$ cat src/rtl/rf_wb_if.sv
// Write-back bus bundle: ALU and load producers, reservation port, register
// file write port and scoreboard status.
interface rf_wb_if #(
    parameter int DW   = 8,
    parameter int AW   = 3,
    parameter int NREG = 8
);
    logic            alu_valid;
    logic            alu_ready;
    logic [AW-1:0]   alu_addr;
    logic [DW-1:0]   alu_data;
    logic            mem_valid;
    logic            mem_ready;
    logic [AW-1:0]   mem_addr;
    logic [DW-1:0]   mem_data;
    logic            rsv_valid;
    logic            rsv_ready;
    logic [AW-1:0]   rsv_addr;
    logic            rf_wen;
    logic [AW-1:0]   rf_waddr;
    logic [DW-1:0]   rf_wdata;
    logic [NREG-1:0] busy;
    logic            err;

    modport master (
        output alu_valid, alu_addr, alu_data,
        output mem_valid, mem_addr, mem_data,
        output rsv_valid, rsv_addr,
        input  alu_ready, mem_ready, rsv_ready,
        input  rf_wen, rf_waddr, rf_wdata, busy, err
    );

    modport slave (
        input  alu_valid, alu_addr, alu_data,
        input  mem_valid, mem_addr, mem_data,
        input  rsv_valid, rsv_addr,
        output alu_ready, mem_ready, rsv_ready,
        output rf_wen, rf_waddr, rf_wdata, busy, err
    );
endinterface

$ cat src/rtl/rf_wb_arbiter.sv
// Round-robin write-back arbiter for two one-entry producer buffers, plus a
// per-register outstanding-write scoreboard for issue-stage hazard stalls.
//
// state     | meaning
// GRANT_ALU | ALU won the most recent commit
// GRANT_MEM | MEM won the most recent commit (reset value, ALU wins first tie)
module rf_wb_arbiter #(
    parameter int DW   = 8,
    parameter int AW   = 3,
    parameter int NREG = 8
) (
    input logic   clk,
    input logic   reset,
    rf_wb_if.slave wb
);
    typedef enum logic {GRANT_ALU, GRANT_MEM} grant_t;

    grant_t          last_grant, last_grant_nxt;
    logic            alu_buf_valid, mem_buf_valid;
    logic [AW-1:0]   alu_buf_addr, mem_buf_addr;
    logic [DW-1:0]   alu_buf_data, mem_buf_data;
    logic            grant_alu, grant_mem;
    logic            commit;
    logic [AW-1:0]   commit_addr;
    logic [DW-1:0]   commit_data;
    logic            rsv_accept;
    logic [1:0]      cnt [NREG];
    logic [NREG-1:0] inc_vec, com_vec;
    logic            err_q;

    always_ff @(posedge clk) begin
        if (reset) last_grant <= GRANT_MEM;
        else       last_grant <= last_grant_nxt;
    end

    always_comb begin
        grant_alu      = alu_buf_valid && (!mem_buf_valid || last_grant == GRANT_MEM);
        grant_mem      = mem_buf_valid && !grant_alu;
        commit         = alu_buf_valid || mem_buf_valid;
        commit_addr    = grant_alu ? alu_buf_addr : mem_buf_addr;
        commit_data    = grant_alu ? alu_buf_data : mem_buf_data;
        last_grant_nxt = last_grant;
        if (grant_alu)      last_grant_nxt = GRANT_ALU;
        else if (grant_mem) last_grant_nxt = GRANT_MEM;
    end

    assign wb.alu_ready = !alu_buf_valid;
    assign wb.mem_ready = !mem_buf_valid;
    assign wb.rf_wen    = commit;
    assign wb.rf_waddr  = commit_addr;
    assign wb.rf_wdata  = commit_data;
    assign wb.rsv_ready = (cnt[wb.rsv_addr] != 2'd3);
    assign wb.err       = err_q;
    assign rsv_accept   = wb.rsv_valid && wb.rsv_ready;

    always_comb begin
        wb.busy = '0;
        inc_vec = '0;
        com_vec = '0;
        for (int i = 0; i < NREG; i++) begin
            wb.busy[i] = (cnt[i] != 2'd0);
            inc_vec[i] = rsv_accept && (wb.rsv_addr == AW'(i));
            com_vec[i] = commit && (commit_addr == AW'(i));
        end
    end

    // Ready is registered-empty, so a buffer never loads and drains on one edge.
    always_ff @(posedge clk) begin
        if (reset) begin
            alu_buf_valid <= 1'b0;
            alu_buf_addr  <= '0;
            alu_buf_data  <= '0;
            mem_buf_valid <= 1'b0;
            mem_buf_addr  <= '0;
            mem_buf_data  <= '0;
        end else begin
            if (wb.alu_valid && !alu_buf_valid) begin
                alu_buf_valid <= 1'b1;
                alu_buf_addr  <= wb.alu_addr;
                alu_buf_data  <= wb.alu_data;
            end else if (grant_alu) begin
                alu_buf_valid <= 1'b0;
            end
            if (wb.mem_valid && !mem_buf_valid) begin
                mem_buf_valid <= 1'b1;
                mem_buf_addr  <= wb.mem_addr;
                mem_buf_data  <= wb.mem_data;
            end else if (grant_mem) begin
                mem_buf_valid <= 1'b0;
            end
        end
    end

    // A reservation landing with a commit to the same register nets to zero.
    always_ff @(posedge clk) begin
        if (reset) begin
            for (int i = 0; i < NREG; i++) cnt[i] <= 2'd0;
            err_q <= 1'b0;
        end else begin
            for (int i = 0; i < NREG; i++) begin
                if (inc_vec[i] && !com_vec[i])
                    cnt[i] <= cnt[i] + 2'd1;
                else if (com_vec[i] && !inc_vec[i] && cnt[i] != 2'd0)
                    cnt[i] <= cnt[i] - 2'd1;
            end
            if (commit && !inc_vec[commit_addr] && cnt[commit_addr] == 2'd0)
                err_q <= 1'b1;
        end
    end
endmodule

$ cat src/flat_wrapper.sv
// flat-port wrapper written by rule: the top's interface ports become plain ports
module rf_wb_arbiter_flat 
#(
    parameter int DW   = 8,
    parameter int AW   = 3,
    parameter int NREG = 8
)
  (clk, reset, wb_alu_valid, wb_alu_addr, wb_alu_data, wb_mem_valid, wb_mem_addr, wb_mem_data, wb_rsv_valid, wb_rsv_addr, wb_alu_ready, wb_mem_ready, wb_rsv_ready, wb_rf_wen, wb_rf_waddr, wb_rf_wdata, wb_busy, wb_err);
  rf_wb_if #(.DW(DW), .AW(AW), .NREG(NREG)) wb_i ();
  input logic clk;
  input logic reset;
  input wire logic [$bits(wb_i.alu_valid)-1:0] wb_alu_valid;
  input wire logic [$bits(wb_i.alu_addr)-1:0] wb_alu_addr;
  input wire logic [$bits(wb_i.alu_data)-1:0] wb_alu_data;
  input wire logic [$bits(wb_i.mem_valid)-1:0] wb_mem_valid;
  input wire logic [$bits(wb_i.mem_addr)-1:0] wb_mem_addr;
  input wire logic [$bits(wb_i.mem_data)-1:0] wb_mem_data;
  input wire logic [$bits(wb_i.rsv_valid)-1:0] wb_rsv_valid;
  input wire logic [$bits(wb_i.rsv_addr)-1:0] wb_rsv_addr;
  output wire logic [$bits(wb_i.alu_ready)-1:0] wb_alu_ready;
  output wire logic [$bits(wb_i.mem_ready)-1:0] wb_mem_ready;
  output wire logic [$bits(wb_i.rsv_ready)-1:0] wb_rsv_ready;
  output wire logic [$bits(wb_i.rf_wen)-1:0] wb_rf_wen;
  output wire logic [$bits(wb_i.rf_waddr)-1:0] wb_rf_waddr;
  output wire logic [$bits(wb_i.rf_wdata)-1:0] wb_rf_wdata;
  output wire logic [$bits(wb_i.busy)-1:0] wb_busy;
  output wire logic [$bits(wb_i.err)-1:0] wb_err;
  assign wb_i.alu_valid = wb_alu_valid;
  assign wb_i.alu_addr = wb_alu_addr;
  assign wb_i.alu_data = wb_alu_data;
  assign wb_i.mem_valid = wb_mem_valid;
  assign wb_i.mem_addr = wb_mem_addr;
  assign wb_i.mem_data = wb_mem_data;
  assign wb_i.rsv_valid = wb_rsv_valid;
  assign wb_i.rsv_addr = wb_rsv_addr;
  assign wb_alu_ready = wb_i.alu_ready;
  assign wb_mem_ready = wb_i.mem_ready;
  assign wb_rsv_ready = wb_i.rsv_ready;
  assign wb_rf_wen = wb_i.rf_wen;
  assign wb_rf_waddr = wb_i.rf_waddr;
  assign wb_rf_wdata = wb_i.rf_wdata;
  assign wb_busy = wb_i.busy;
  assign wb_err = wb_i.err;
  rf_wb_arbiter #(.DW(DW), .AW(AW), .NREG(NREG)) u_core (.clk(clk), .reset(reset), .wb(wb_i));
endmodule
$ cat config.mk
export PLATFORM = sky130hd
export DESIGN_NAME = rf_wb_arbiter_flat
export DESIGN_NICKNAME = d
export VERILOG_FILES = /design/src/rtl/rf_wb_if.sv /design/src/rtl/rf_wb_arbiter.sv /design/src/flat_wrapper.sv
export SDC_FILE = /design/constraint.sdc
export NUM_CORES = 1
export LEC_CHECK = 0
export ABC_AREA = 1
export CAP_MARGIN = 15
export CORE_MARGIN = 2
export CORE_UTILIZATION = 35
export DETAILED_ROUTE_END_ITERATION = 10
export DONT_BUFFER_PORTS = 1
export PLACE_DENSITY = 0.58
export REMOVE_ABC_BUFFERS = 1
export SYNTH_ARGS = -nofsm -noshare
export SYNTH_HDL_FRONTEND = slang
export SYNTH_SLANG_ARGS = --single-unit
export TNS_END_PERCENT = 50
$ cat constraint.sdc
create_clock -name clk -period 2.1 [get_ports clk]
set_input_delay 0.525 -clock clk [delete_from_list [all_inputs] [get_ports clk]]
set_output_delay 0.525 -clock clk [all_outputs]
set_load 0.1 [all_outputs]
# ---- Word-level counts from Yosys, hierarchy flattened
# Memories as Yosys holds them, arrays and structs flattened.
# Cells that the tools add are included.
dict set report word_totals {
  reg_bits 26
  ram_bits 16
  in_bits 30
  memories 1
}
dict set report classes {
  order_cmp 1
  n_reduce_logical 83
  n_addsub 16
  n_eq_ne 15
  n_bitwise 16
  n_mux 84
}
# memory depth width rd rd_ports_with_merged_regs wr line
set mem_list {}
lappend mem_list {u_core.cnt 8 2 10 0 8 rf_wb_arbiter.sv:27} ;# logic [1:0] cnt [NREG];
# operator count
set op_table {}
lappend op_table {{2-to-1 mux 1 bit} 65}
lappend op_table {{logical AND 1 bit} 47}
lappend op_table {{2-to-1 mux 2 bit} 16}
lappend op_table {{equality test 3 bit (second input constant)} 8}
lappend op_table {{nonzero test 2 bit} 11}
lappend op_table {{logical NOT 1 bit} 20}
lappend op_table {{adder 2 x 1 -> 2 bit (second input constant)} 8}
lappend op_table {{bitwise OR 1 bit} 16}
lappend op_table {{subtractor 2 x 1 -> 2 bit (second input constant)} 8}
lappend op_table {{equality test 3 x 2 -> 1 bit (second input constant)} 4}
lappend op_table {{2-to-1 mux 8 bit} 1}
lappend op_table {{equality test 3 x 1 -> 1 bit (second input constant)} 2}
lappend op_table {{logical NOT 3 bit} 2}
lappend op_table {{less-than comparator 3 x 4 -> 1 bit (second input constant)} 1}
lappend op_table {{binary-select mux 1 bit (select 3 bit)} 1}
lappend op_table {{2-to-1 mux 3 bit} 1}
lappend op_table {{logical NOT 2 bit} 1}
lappend op_table {{logical OR 1 bit} 2}
lappend op_table {{inequality test 2 bit (second input constant)} 1}

# ---- Logic depth before layout (Yosys ltp)
dict set report logic_depth {
  depth_word 13
  mapped_depth 14
  mapped_depth_nobuf 14
}

# ---- Least setup slack after synthesis
# No wires, ideal clock.
dict set report synth_timing {
  path_kind {reg2reg}
  from {register u_core.last_grant}
  to {memory u_core.cnt[7][0], enable pin}
  path_slack_ps -412
  path_stages_with_launch 9
  arrival_time_ps 2190
  required_ps 1778
  path_cell_list {dfxtp_1 > inv_1 > nand2_1 > nand2_2 > o21ai_2 > nand2_1 > nor2_1 > nand4_1 > o211ai_1}
}
# element line
set synth_lines {}
lappend synth_lines {{from (decl)} rf_wb_arbiter.sv:18} ;# grant_t last_grant, last_grant_nxt;
lappend synth_lines {{from (signal assigned)} rf_wb_arbiter.sv:33} ;# else last_grant <= last_grant_nxt;
lappend synth_lines {{to (decl)} rf_wb_arbiter.sv:27}

==> summary.md <==
| Metric | Value |
|---|---|
| Synth top area share | `20.4%` |
| # clock sinks | `42` |
| Commonest cells after routing, fill and taps aside | `nand2_1 (109), nor2_1 (80), inv_1 (26)` |
| FILL cells | `just under 800` |
| CTS tree | `yes` |
| Placeable Area | `approximately 7100 um2` |
| Setup slack after layout | `0.0778 ns` |
| Min-Delay Path Class | `in -> reg` |
| Worst vdd rail ir drop | `roughly 0.41 mV` |
| Antenna violations before repair | `0` |
| Synthesis Warnings | `0` |
| Final slew viol count | `0` |
| Multi-input gate area | `~1400 um2` |
| Layout cell share with drive strength beyond 1 | `20.1%` |
| HPWL after DPL | `around 4900 um` |
| Cell area after synthesis | `2550 um2` |
| Fin crit share | `96.3%` |
| Number of synthesized flops with an enable pin | `16` |
| CP cell instances | `nand2_1, nand2_1, nand2_1, nand2_2, nand2_2, nand2_2, nand2_4, buf_12` |
| Post-DR vias/cell | `between 4 and 5` |
| Pin count of the biggest net entering global routing | `18` |
| Delay-heaviest family, CP | `simple AND/OR/NAND/NOR gates` |
| Bufs on Longest Clock Path | `2` |
| Chip Height | `89.3 um` |
| CTS clock-pin slew for the worst setup and hold paths | `about 0.080 ns` |
| Root buf cell | `clkbuf_8` |
| Dpl ws | `0.0407 ns` |
| NetSw | `about 990 uW` |
| Max Clock Freq | `495 MHz` |
| Cell taking the most area after synthesis | `dfxtp_1` |
| Clock skew | `around 0.0067 ns` |
| CTS Buf Count | `5` |
| Routed WL per cell | `~13 um` |
| Die width | `between 80 and 90 um` |
| Wire length of the first global-routing pass | `10,500 um` |
| Least-Margin Pin Slew | `just under 0.6 ns` |
| Final instance area | `between 3000 and 4000 um2` |
| Ant diodes | `0` |
| TritonRoute pass-1 iters | `4` |
| Endpoints failing hold | `0` |
| Crit. End Element | `output pin` |
| Core Rows | `31` |
| Die Area | `roughly 8000 um2` |
| IO Pins | `54` |
| Critical Path Source Type | `register` |
| Endpoints failing setup | `0` |
| Total Routing Usage GR | `~17%` |
| Pwr per Cell Area | `about 820 nW/um2` |
| Part of the power in registers | `between 30% and 40%` |
| Max-cap viol count | `0` |
| Final nets | `447` |
| Crit Path Max Fanout | `5` |
| Internal power | `~1.6 mW` |
| RD Place Congestion | `0.865` |
| Placed Area | `between 2000 and 3000 um2` |
| Register area | `around 1000 um2` |
| Sw frac | `between 30% and 40%` |
| Port bufs | `0` |
| Kind of critical path | `reg -> out` |
| Area Growth Syn to Fin | `23.9%` |
| Number of synthesized register bits | `42` |
| Synth Instances | `roughly 390` |
| Post-synthesis cell type count | `32` |
| Grt ovf | `0` |
| CP required | `roughly 1.6 ns` |
| Main flop type after synthesis | `dfxtp_1` |
| Leakage power | `1.46 nW` |
| Tot Pwr | `between 2 and 3 mW` |
| Routed via count | `2,442` |
| Result of the run | `completed` |
| Worst skew pair latency | `about 0.30 ns` |
| Crit-path slowest cell | `edfxtp_1` |
| Drt drc | `0` |
| Routed Antenna Nets | `0` |
| Worst rel slew slack | `a little over 60%` |
| Combinational Power Share | `about a third` |
| Leading cell type in the layout, fill and taps excluded | `nand2_1` |
| RSZ-0062 raised after global routing | `no` |
| Seq/Total Area, Yosys | `roughly 40%` |
| Number of global-route vias before repair | `2,274` |
| Critical path arrival | `roughly 1.5 ns` |
| Min Tclk post-route | `between 2 and 2.5 ns` |
| Max incr delay on CP | `0.49 ns` |
| Final WL | `6470 um` |
| Synth area leaders | `dfxtp_1 (20%), edfxtp_1 (19%), nand2_1 (16%)` |
| Initial DRC count | `106` |
| Avg Inst Size Synth | `6.58 um2` |
| CP Buf/Inv Count | `1` |
| Ys async rst share | `0%` |
| Clock power share | `between 20% and 30%` |
| Starting Density | `between 30% and 40%` |
| H-tree levels | `2` |
## synth_stat cells, types with 3 or more instances
library cell  instances
a21oi_1              12
clkbuf_1             10
dfxtp_1              26
edfxtp_1             16
inv_1                26
inv_2                13
nand2_1             111
nand2_2               8
nand3_1               8
nand4_1              12
nor2_1               81
nor2_2                3
o211ai_1              4
o21ai_0              25
o21ai_1               5
o21ai_2               3
or2_2                 4
## metrics by stage
stage	hold slack (ns)	setup TNS, ns	std cells	util [%]
2_1_floorplan	0.425	-11.42	373	-
3_3_place_gp	0.445	0	504	41.4
3_5_place_dp	0.450	0	504	41.4
4_1_cts	0.280	0	512	43.3
5_1_grt	0.272	0	516	44.2
6_report	0.291	0	516	44.2
## sequential cells by signal, summed over array words and instances (netlist names)
name and flops:
u_core.last_grant 1, u_core.alu_buf_valid 1, u_core.wb.err 1, u_core.mem_buf_data 8, u_core.alu_buf_data 8, u_core.mem_buf_valid 1, u_core.alu_buf_addr 3, u_core.mem_buf_addr 3
u_core.cnt 16
## what timing repair did
| item | CTS | global route |
|---|---|---|
| pin swaps | 0 | 2 |
| setup buffers | 0 | 3 |
| endpoints found under the setup margin | 2 | 17 |
| resized for setup | 2 | 9 |
| hold buffers | 0 | 0 |
| gates cloned | 0 | 1 |
## worst paths after layout
path | from | to | slack (ns) | cells after the start
worst max-delay path | u_core.cnt[5][0] | wb_rsv_ready | 0.08 | 8
worst min-delay path | reset | u_core.wb.err | 0.29 | 1
worst min register to register | u_core.mem_buf_addr[1] | u_core.mem_buf_addr[1] | 0.45 | 2
worst max register to register | u_core.cnt[5][0] | u_core.cnt[2][1] | 0.16 | 12
## logic make-up after synthesis
family	synth area share, %
simple gates	38.3
buf+inv	8.89
compound gates	12.3
flops	39.3
xor+xnor	0.344
mux	0.393
fa+ha+maj	0.491
## worst reg2reg max path, stage by stage, from the launching register on
cell and delay, ns:
edfxtp_1 0.49, nand2_1 0.11, nand2_1 0.06, nand2_1 0.07
nand2_2 0.06, nand2_2 0.06, nand2_2 0.08, a21boi_4 0.22
nand2_1 0.09, nor3_2 0.17, or2_1 0.13, inv_1 0.04
nand2_1 0.08
## power by group through the flow
stage / Clock [mW] / Sequential (mW) / Combinational [mW]
after global placement: 0 / 0.984 / 0.883
after detailed placement: 0 / 0.985 / 0.887
after global routing: 0.757 / 0.979 / 0.974
after floorplan: 0 / 0.997 / 0.641
final: 0.700 / 0.969 / 0.907
after CTS: 0.720 / 0.968 / 0.892
## cell type report
class / count / share of cell area, %
Inverter: 41 / 4.88
Sequential cell: 42 / 31.7
Clock buffer: 8 / 4.20
Tap cell: 99 / 3.92
Multi-Input combinational cell: 291 / 43.2
Timing Repair Buffer: 35 / 12.0
## layer usage
metal | share of wire [%] | wire (um) | up-vias | global-route usage, %
li1 | - | - | 1290 | -
met1 | 46 | 2980 | 1080 | 22.1
met2 | 45 | 2930 | 66 | 27.6
met3 | 7.5 | 483 | 6 | 5.17
met4 | 1.1 | 68 | 0 | 4.75
met5 | 0 | 0 | - | 0
Note: power is estimated with default switching activity, not from simulation.
